[src/rtl/spi_pkg.sv]
// Shared types and helpers for the SPI clock sequencer: FSM states, default widths
// and the CPHA/edge decode that picks which SCK edges sample and which shift.
package spi_pkg;

  localparam int unsigned DefDivW = 8;
  localparam int unsigned DefLenW = 5;

  typedef enum logic [1:0] {
    StIdle,
    StRun,
    StGuard
  } state_e;

  typedef struct packed {
    logic sample;
    logic shift;
  } strobe_t;

  // With CPHA=0 the first bit is already on the line at accept, so the final trailing edge
  // has nothing left to shift.
  function automatic strobe_t edge_strobe(input logic cpha, input logic leading,
                                          input logic last);
    strobe_t s;
    s.sample = 1'b0;
    s.shift  = 1'b0;
    if (cpha) begin
      s.shift  = leading;
      s.sample = ~leading;
    end else begin
      s.sample = leading;
      s.shift  = ~leading & ~last;
    end
    return s;
  endfunction

endpackage

[src/rtl/spi_tick_cnt.sv]
// Loadable down-counter that pulses tick_o while enabled at zero and then reloads itself.
module spi_tick_cnt #(
  parameter int unsigned W = 8
) (
  input  logic         CLK,
  input  logic         RST,
  input  logic         load_i,
  input  logic         en_i,
  input  logic [W-1:0] val_i,
  output logic         tick_o
);

  logic [W-1:0] cnt_q;

  assign tick_o = en_i && (cnt_q == '0);

  always_ff @(posedge CLK) begin
    if (RST) begin
      cnt_q <= '0;
    end else if (load_i || tick_o) begin
      cnt_q <= val_i;
    end else if (en_i) begin
      cnt_q <= cnt_q - 1'b1;
    end
  end

endmodule

[src/rtl/spi_sck_ctrl.sv]
// SPI serial-clock sequencer: runs one transfer per accepted START, emitting SCK plus
// SAMPLE/SHIFT strobes aligned to SCK edges and a DONE pulse at the end.
module spi_sck_ctrl
  import spi_pkg::*;
#(
  parameter int unsigned DIV_W = DefDivW,
  parameter int unsigned LEN_W = DefLenW
) (
  input  logic             CLK,
  input  logic             RST,
  input  logic             START,
  input  logic [DIV_W-1:0] DIV,
  input  logic [LEN_W-1:0] NBITS,
  input  logic             CPOL,
  input  logic             CPHA,
  output logic             BUSY,
  output logic             SCK,
  output logic             SAMPLE,
  output logic             SHIFT,
  output logic             DONE
);

  localparam logic [LEN_W:0] EdgeOne = 1;

  state_e           state_q;
  logic [DIV_W-1:0] div_q;
  logic [LEN_W-1:0] nbits_q;
  logic             cpol_q;
  logic             cpha_q;
  // Counts completed edges (0 .. 2N-1); one bit wider than NBITS so 2^LEN_W bits fit.
  logic [LEN_W:0]   edge_q;

  logic             accept;
  logic             tick;
  logic             last_edge;
  strobe_t          strb;

  assign accept    = (state_q == StIdle) && START;
  assign last_edge = (edge_q == {nbits_q, 1'b1});
  assign strb      = edge_strobe(cpha_q, ~edge_q[0], last_edge);

  spi_tick_cnt #(
    .W (DIV_W)
  ) u_tick_cnt (
    .CLK    (CLK),
    .RST    (RST),
    .load_i (accept),
    .en_i   (state_q != StIdle),
    .val_i  (accept ? DIV : div_q),
    .tick_o (tick)
  );

  always_ff @(posedge CLK) begin
    if (RST) begin
      state_q <= StIdle;
      BUSY    <= 1'b0;
      SCK     <= 1'b0;
      SAMPLE  <= 1'b0;
      SHIFT   <= 1'b0;
      DONE    <= 1'b0;
      edge_q  <= '0;
      div_q   <= '0;
      nbits_q <= '0;
      cpol_q  <= 1'b0;
      cpha_q  <= 1'b0;
    end else begin
      SAMPLE <= 1'b0;
      SHIFT  <= 1'b0;
      DONE   <= 1'b0;
      unique case (state_q)
        StIdle: begin
          SCK <= CPOL;
          if (START) begin
            div_q   <= DIV;
            nbits_q <= NBITS;
            cpol_q  <= CPOL;
            cpha_q  <= CPHA;
            edge_q  <= '0;
            BUSY    <= 1'b1;
            state_q <= StRun;
          end
        end
        StRun: begin
          if (tick) begin
            SCK    <= ~SCK;
            SAMPLE <= strb.sample;
            SHIFT  <= strb.shift;
            if (last_edge) begin
              edge_q  <= '0;
              state_q <= StGuard;
            end else begin
              edge_q <= edge_q + EdgeOne;
            end
          end
        end
        StGuard: begin
          if (tick) begin
            BUSY    <= 1'b0;
            DONE    <= 1'b1;
            state_q <= StIdle;
          end
        end
        default: begin
          BUSY    <= 1'b0;
          state_q <= StIdle;
        end
      endcase
    end
  end

endmodule

[config.mk]
export PLATFORM = sky130hd
export DESIGN_NAME = spi_sck_ctrl
export DESIGN_NICKNAME = d
export VERILOG_FILES = /design/src/rtl/spi_pkg.sv /design/src/rtl/spi_tick_cnt.sv /design/src/rtl/spi_sck_ctrl.sv
export SDC_FILE = /design/constraint.sdc
export NUM_CORES = 1
export LEC_CHECK = 0
export CORE_UTILIZATION = 54
export DETAILED_ROUTE_END_ITERATION = 8
export HOLD_SLACK_MARGIN = 0.02
export PLACE_DENSITY = 0.89
export SETUP_SLACK_MARGIN = 0.02
export SKIP_CTS_REPAIR_TIMING = 1
export SLEW_MARGIN = 5
export SYNTH_ARGS = -nofsm -noshare
export SYNTH_HDL_FRONTEND = slang
export SYNTH_HIERARCHICAL = 1
export SYNTH_SLANG_ARGS = --single-unit
[constraint.sdc]
create_clock -name CLK -period 4.07 [get_ports CLK]
set_clock_uncertainty 0.1 [all_clocks]
set_input_delay 0.814 -clock CLK [delete_from_list [all_inputs] [get_ports CLK]]
set_output_delay 0.814 -clock CLK [all_outputs]
set_load 0.03 [all_outputs]
After elaboration in Yosys (flattened, before gate mapping). Cells that the tools add are included.

Memories kept: 0. Register bits: 35. Bits in latches: 0. RAM bits: 0. Output and inout bits: 5. Input port bits: 18. Logic and storage cells: 61. Memory bits (read-only): 0.

Bitwise operators: 7. Equal/unequal tests: 7. Reduce and logical (&&, ||, !) cells: 15. $lt $le $gt $ge: 0. Shift operators: 0. Div/mod/pow operators: 0. Multiplexer cells: 19. Add/sub/neg operators: 2. Multiply operators: 0.

Operator list (number): $mux W8 (3); $mux W6 (3); $pmux W6 S2 (1); $mux W2 (5); $logic_not A8 Y1 (1); $sub A8 B1 Y8 const B (1); $add A6 B1 Y6 const B (1); $eq A6 B6 Y1 (1); $not A1 Y1 (6); $pmux W2 S3 (1); $reduce_and A3 Y1 (2); $reduce_bool A2 Y1 (3); $mux W1 (4); $ne A2 B1 Y1 const B (2); $ne A2 B2 Y1 const B (2); $reduce_and A2 Y1 (2); $reduce_and A4 Y1 (1); $pmux W1 S3 (1); $reduce_or A3 Y1 (1); $eq A2 B1 Y1 const B (1); $eq A2 B2 Y1 const B (1); $logic_and A1 B1 Y1 (2); $logic_not A2 Y1 (1); $pmux W1 S2 (1); 3 further kinds (3).

Longest topological paths before layout. Gate-level depths: netlist of run 1.

Word-level depth: 4. Mapped depth: 14. Depth with buffers taken out: 10.

Modules after synthesis. The synthesis of run 1 kept the hierarchy.

Modules (own cells, without submodules): spi_sck_ctrl (instances 1, area an instance 1182.4 um^2, sequential area each 540.5 um^2, cells each 125); spi_tick_cnt (instances 1, area an instance 541.8 um^2, sequential area each 160.2 um^2, cells each 57).

Worst setup path before layout of run 1. OpenSTA, ideal clock, no wires.

Kind: reg2reg. Start: reg state_q[0]. End: reg u_tick_cnt.cnt_q[0]. Path buffers: 4. Stages on the path, launching flop included: 14. Arrival: 2.660 ns. Slack: 1.174 ns. Data required time: 3.833 ns. Library setup time: 0.137 ns. Cells stage by stage: dfxtp_1 > clkbuf_1 > or2_2 > buf_2 > nor2b_4 > and4_1 > mux2i_2 > or3_1 > buf_6 > inv_8 > buf_12 > mux2_4 > nor2_1 > a211oi_2.

Cells in the longest elaborated chain, start to end: 4. Elaborated cells on any way between the ends: 8. Those cells by class: mux: 2; reduce/logical: 6.

RTL lines: start: declaration (RTL line spi_sck_ctrl.sv:25) `state_e state_q;`; start signal: assignment (RTL line spi_sck_ctrl.sv:55) `state_q <= StIdle;`; start signal: assignment (RTL line spi_sck_ctrl.sv:80) `state_q <= StRun;`; start signal: assignment (RTL line spi_sck_ctrl.sv:90) `state_q <= StGuard;`; $reduce_bool A2 Y1 * (RTL line spi_sck_ctrl.sv:48) `.en_i (state_q != StIdle),`; $logic_and A1 B1 Y1 * (RTL line spi_tick_cnt.sv:15) `assign tick_o = en_i && (cnt_q == '0);`; net tick (RTL line spi_sck_ctrl.sv:34) `logic tick;`; $logic_or A1 B1 Y1 * (RTL line spi_tick_cnt.sv:20) `end else if (load_i || tick_o) begin`; $mux W8 / $reduce_bool A2 Y1 (equally long branches); end signal: assignment (RTL line spi_tick_cnt.sv:21) `cnt_q <= val_i;`; end signal: assignment (RTL line spi_tick_cnt.sv:23) `cnt_q <= cnt_q - 1'b1;`; end: declaration (RTL line spi_tick_cnt.sv:13) `logic [W-1:0] cnt_q;`.

Mark *: on every way through the listed nets, which the timed path passes. The rest lies on a longest branch. A chain may end at the register's enable or synchronous reset.

Worst setup path after layout of run 1.
Start: reg state_q[1]. End: reg u_tick_cnt.cnt_q[7].

The elaborated chain is that of the path after synthesis.

==> metrics.md, run 1 <==
| Metric | Value |
|---|---|
| I/O pin count | `23` |
| Buffers plus inverters on the worst setup path | `1` |
| CTS tree | `built` |
| Yosys reg bits | `35` |
| Crit-path slowest cell | `a41oi_4` |
| Via/cell ratio | `a little over 5` |
| Outcome | `finished clean` |
| Depth of the CTS H-tree | `2` |
| Tmin final | `3170 ps` |
| Die Y | `roughly 59 um` |
| Clock-pin slew on the worst setup and hold paths | `100 ps` |
| Synth cell count leaders | `dfxtp_1 (35), nand2_1 (22), nor2_1 (22)` |
| Top cells by area, synth | `dfxtp_1 (41%), xnor2_1 (7.1%), nand2_1 (4.8%)` |
| Post-synthesis cell count | `between 150 and 200` |
| Crit Path Max Fanout | `18` |
| CP Class | `flip-flop to flip-flop` |
| Post-synth ARST share | `0%` |
| Port-buffer cells | `22` |
| Final slew viol count | `0` |
| Clock latency on the worst-skew pair | `approximately 330 ps` |
| Vias in the first global route | `~1100` |
| Finished Layout Cells | `around 250` |
| DR vias | `~1300` |
| CP Data Arrival Time | `roughly 3300 ps` |
| Mean Syn Cell Area | `9.47 um^2` |
| Post-synth EDFFs | `0` |
| # clock sinks | `35` |
| Most common cell in the netlist | `dfxtp_1` |
| Final Routed Wirelength | `between 2 and 3 mm` |
| Die area | `between 3000 and 4000 um^2` |
| Final core utilization | `66.0%` |
| CTS Buf Count | `5` |
| Largest net degree at the start of global routing | `20` |
| Setup TNS | `0 ps` |
| Ant. Diodes | `0` |
| Netlist Area Pre-Place | `1720 um^2` |
| DIE WIDTH | `between 50 and 60 um` |
| Hold Path Class | `flip-flop to flip-flop` |
| Unique masters post-synth | `between 40 and 50` |
| Row count | `20` |
| Fill cells | `~250` |
| Gpl congestion | `between 0.9 and 1` |
| Tcrit/Tclk final | `between 70 and 80%` |
| Power per cell area | `between 400 and 500 nW/um^2` |
| Fmax achieved | `315 MHz` |
| RSZ-0062 raised after global routing | `no` |
| Root buffer cell | `clkbuf_4` |
| Kind of cell adding the most delay to the critical path | `simple AND/OR/NAND/NOR gates` |
| Area share of the largest cell type after synthesis | `about two fifths` |
| Critical Path RT | `between 4000 and 5000 ps` |
| Initial core utilization | `between 50 and 60%` |
| Total track usage | `19.0%` |
| First-pass GRT wire length | `between 4 and 5 mm` |
| Final ANT Viol Nets | `0` |
| Lkg Pwr | `~0.74 nW` |
| Clock buffer depth | `2` |
| Worst slew pin tran | `between 700 and 800 ps` |
| Max Cap Viol | `0` |
| Initial antenna violation count | `0` |
| Area grow syn2layout | `16.9%` |
| Fin. Hold Viols | `0` |
| Initial DRC count | `38` |
| Critical-path cell list | `or2_2 -> nor2b_4 -> and4_1 -> mux2i_2 -> or3_1 -> inv_8 -> a41oi_4 -> nor2_1 -> a311oi_2` |
| Post-DP HPWL | `about 2.1 mm` |
| Worst path max stage delay | `510 ps` |
| DRT Pass-1 Iters | `4` |
| Syn nets | `slightly above 200` |
| Worst Setup End Kind | `flip-flop` |
| Post-synth top flop | `dfxtp_1` |
| Area of the core | `3050 um^2` |
| Slew margin rel. | `between 50% and 60%` |
| Overflow after GRT | `0` |
| Placed insts | `around 240` |
| Drt drc | `0` |
| Peak supply drop | `about 0.25 mV` |
| Seq/Total Area, Yosys | `40.6%` |
| Share of layout cells above drive strength 1 | `between 15 and 20%` |
| Ys Warns | `6` |
| Routed WL per cell | `11.7 um` |
| Worst setup SP type | `flip-flop` |
| Post-synth top area cell | `dfxtp_1` |
| Total Power | `0.000838 W` |
| Final setup fails | `0` |
| Post-layout nets | `between 200 and 250` |
==> state kept, by name, summed over array words and instances, names as in the netlist <==
signal / cells
BUSY: 1
u_tick_cnt/cnt_q: 8
SAMPLE: 1
state_q: 2
div_q: 8
DONE: 1
cpha_q: 1
SCK: 1
edge_q: 6
SHIFT: 1
nbits_q: 5
==> layer usage <==
| layer | track usage, % | wire length (um) | vias to the layer above |
|---|---|---|---|
| li1 | - | - | 660 |
| met3 | 3.96 | 109 | 7 |
| met1 | 24.9 | 1440 | 577 |
| met5 | 0 | 0 | - |
| met2 | 29.9 | 1310 | 30 |
| met4 | 9.18 | 52 | 0 |
==> power breakdown <==
| part | switching (W) | internal (W) |
|---|---|---|
| Sequential | 0.0000339 | 0.000374 |
| Clock | 0.000110 | 0.000102 |
| Combinational | 0.000111 | 0.000108 |
==> final cells by class <==
cell class	instances	area, um^2	share of cell area, %
Multi-Input combinational cell	133	930	46.1
Timing Repair Buffer	24	235	11.7
Clock buffer	8	68.8	3.41
Tap cell	44	55.1	2.73
Inverter	5	26.3	1.30
Sequential cell	35	701	34.8
==> through the flow <==
stage	hold WS [ps]	setup WS (ps)	cell area, um^2
final	377	899	2020
after global routing	403	688	2020
after CTS	379	906	2020
after detailed placement	365	934	1950
after global placement	363	1030	1950
after floorplan	348	1170	1720
==> cells in the final DEF, fill, tap and decap left out, types with 2 or more instances in the layout <==
cell type and n:
or2_2 3, clkdlybuf4s50_1 22, nor2_1 22, a211oi_2 4, o21ai_0 4, clkbuf_8 2, nor3b_1 2, inv_1 4
nor3_1 6, buf_4 2, dfxtp_1 35, nand2_1 22, xor2_1 2, mux2_2 7, nor2b_1 7, nor2b_4 2
ha_1 3, a21oi_1 10, clkbuf_4 5, a31oi_1 2, nand3_1 4, a311oi_2 2, xnor2_1 14
==> worst min-delay path, stage by stage (launching register included) <==
cell	delay [ps]
dfxtp_1	330
nand2_1	60
a21oi_1	50
==> kinds of logic after synthesis <==
family	Yosys count	synth area share (%)
buf+inv	14	5.44
fa+ha+maj	3	2.18
xor+xnor	16	8.13
compound gates	25	11.8
simple gates	79	25.0
flops	35	40.6
mux	10	6.82
==> path summary, 6_finish.rpt <==
path / from / to / slack [ps] / cells after the start
hold / removal: nbits_q[1] / nbits_q[1] / 380 / 2
setup reg to reg: state_q[1] / u_tick_cnt/cnt_q[7] / 900 / 9
hold reg to reg: nbits_q[1] / nbits_q[1] / 380 / 2
setup / recovery: state_q[1] / u_tick_cnt/cnt_q[7] / 900 / 9
Power figures use the tool's default switching activity.
==> run 2, diff against run 1 <==
==> constraint.sdc (replaced) <==
create_clock -name CLK -period 3 [get_ports CLK]
set_clock_uncertainty 0.1 [all_clocks]
set_input_delay 0.6 -clock CLK [delete_from_list [all_inputs] [get_ports CLK]]
set_output_delay 0.6 -clock CLK [all_outputs]
set_load 0.03 [all_outputs]
==> run 2 against run 1 <==
Critical path depth is 1 lower. Routed wire length is 17% higher. Final area is 3.4% higher. Die area stayed put. Worst hold slack better by 4.2 ps. Largest cell class unchanged. Fmax is 14% higher. Sequential share of layout area is 1.1 points lower. Clock power is 36% higher. Count of clock-buffer cells in the layout stayed put. Sequential power is 36% higher. Critical endpoint is now u_tick_cnt/cnt_q[5].
==> metrics.md, run 2 (synthesized netlist as in run 1, its figures left out) <==
| Metric | Value |
|---|---|
| Peak supply drop | `0.273 mV (was 0.248 mV)` |
| Setup TNS | `0 ps (unchanged)` |
| Ant. Diodes | `0 (unchanged)` |
| Post-DP HPWL | `2.22 mm (was 2.14 mm)` |
| CTS Buf Count | `5 (unchanged)` |
| Area grow syn2layout | `20.8% (was 16.9%)` |
| Max Cap Viol | `0 (unchanged)` |
| # clock sinks | `35 (unchanged)` |
| Total Power | `0.00118 W (was 0.000838 W)` |
| Die area | `3420 um^2 (unchanged)` |
| Most common cell after layout, fill and taps aside | `dfxtp_1 (unchanged)` |
| First-pass GRT wire length | `5.42 mm (was 4.93 mm)` |
| I/O pin count | `23 (unchanged)` |
| Row count | `20 (unchanged)` |
| Total track usage | `21.0% (was 19.0%)` |
| Final core utilization | `68.2% (was 66.0%)` |
| Clock buffer depth | `2 (unchanged)` |
| Worst path max stage delay | `440 ps (was 510 ps)` |
| Finished Layout Cells | `258 (was 249)` |
| Crit-path slowest cell | `nor4_4 (was a41oi_4)` |
| Final slew viol count | `0 (unchanged)` |
| CTS tree | `built (unchanged)` |
| Final setup fails | `0 (unchanged)` |
| Drt drc | `0 (unchanged)` |
| Critical Path RT | `3120 ps (was 4220 ps)` |
| Initial DRC count | `55 (was 38)` |
| CP Class | `flip-flop to flip-flop (unchanged)` |
| Die Y | `58.5 um (unchanged)` |
| Overflow after GRT | `0 (unchanged)` |
| DRT Pass-1 Iters | `4 (unchanged)` |
| Tmin final | `2780 ps (was 3170 ps)` |
| Hold Path Class | `flip-flop to flip-flop (unchanged)` |
| Worst hold margin | `381 ps (was 377 ps)` |
| Power per cell area | `566 nW/um^2 (was 416 nW/um^2)` |
| Reg2Reg Setup Slack | `220 ps (was 900 ps)` |
| Clock-pin slew on the worst setup and hold paths | `100 ps (about the same)` |
| Outcome | `finished clean (unchanged)` |
| Clock latency on the worst-skew pair | `340 ps (was 330 ps)` |
| Initial core utilization | `56.5% (unchanged)` |
| Post-layout nets | `234 (was 225)` |
| Crit Path Max Fanout | `18 (unchanged)` |
| Lkg Pwr | `0.778 nW (was 0.735 nW)` |
| Worst slew pin tran | `393 ps (was 708 ps)` |
| Port-buffer cells | `22 (unchanged)` |
| Placed insts | `246 (was 241)` |
| Commonest non-fill, non-tap cells in the layout | `dfxtp_1 (35), nand2_1 (22), nor2_1 (22), clkdlybuf4s50_1 (22), xnor2_1 (14) (unchanged)` |
| Worst Setup End Kind | `flip-flop (unchanged)` |
| CP Data Arrival Time | `2900 ps (was 3320 ps)` |
| Tcrit/Tclk final | `92.8% (was 77.9%)` |
| Share of layout cells above drive strength 1 | `20.6% (was 17.1%)` |
| Via/cell ratio | `5.28 (was 5.12)` |
| Depth of the CTS H-tree | `2 (unchanged)` |
| Area of the core | `3050 um^2 (unchanged)` |
| DR vias | `1362 (was 1274)` |
| RSZ-0062 raised after global routing | `no (unchanged)` |
| Routed WL per cell | `13.2 um (was 11.7 um)` |
| Fmax achieved | `359 MHz (was 315 MHz)` |
| Slew margin rel. | `73.7% (was 52.4%)` |
| Root buffer cell | `clkbuf_4 (unchanged)` |
| Critical-path cell list | `nor4_4 -> and4_1 -> mux2i_2 -> or3_1 -> inv_8 -> mux2_2 -> o21ai_0 -> a31oi_1 (was or2_2 -> nor2b_4 -> and4_1 -> mux2i_2 -> or3_1 -> inv_8 -> a41oi_4 -> nor2_1 -> a311oi_2)` |
| Final Routed Wirelength | `3.40 mm (was 2.90 mm)` |
| Vias in the first global route | `1233 (was 1146)` |
| Gpl congestion | `0.840 (was 0.908)` |
| Largest net degree at the start of global routing | `20 (unchanged)` |
| Final ANT Viol Nets | `0 (unchanged)` |
| Initial antenna violation count | `0 (unchanged)` |
| Fin. Hold Viols | `0 (unchanged)` |
| Top Registers | `div_q: 8 flops, u_tick_cnt/cnt_q: 8 flops, edge_q: 6 flops (unchanged)` |
| Worst setup SP type | `flip-flop (unchanged)` |
| DIE WIDTH | `58.5 um (unchanged)` |
## run 2: worst paths after layout
path | from | endpoint | cells after the start
hold / removal | nbits_q[4] | nbits_q[4] | 2
setup / recovery | u_tick_cnt/cnt_q[3] | u_tick_cnt/cnt_q[5] | 8
setup reg to reg | u_tick_cnt/cnt_q[3] | u_tick_cnt/cnt_q[5] | 8
hold reg to reg | nbits_q[4] | nbits_q[4] | 2
## run 2: critical path: cells and delay by family (launching register included)
kind,cells,cell delay [ps]
buffers and inverters,1,170
AOI/OAI and AO/OA,2,340
DFF,1,390
and+or+nand+nor,3,1170
muxes,2,500
## run 2: metal layers
layer | global-route usage [%] | up-vias | routed length, um
li1 | - | 679 | -
met1 | 26.9 | 634 | 1560
met2 | 34.6 | 36 | 1620
met3 | 3.52 | 13 | 122
met4 | 9.52 | 0 | 101
met5 | 0 | - | 0
## run 2: through the flow
step | setup slack, ps | cell area, um^2
floorplan | 104 | 1720
global placement | 290 | 1980
detailed placement | 202 | 1980
CTS | 79.9 | 2050
global route | 123 | 2080
finish | 216 | 2080
## run 2: power by group
| part | leakage [nW] | switching [W] | internal (W) |
|---|---|---|---|
| Clock | 0.0386 | 0.000149 | 0.000138 |
| Combinational | 0.453 | 0.000168 | 0.000170 |
| Sequential | 0.286 | 0.0000471 | 0.000507 |
## run 2: final cells by class
cell class	instances	area, um^2
inverters	5	26.3
flip-flops and latches	35	701
clock buffers	8	68.8
repair buffers	33	303
fillers	230	970
multi-input cells	133	930
well taps	44	55.1
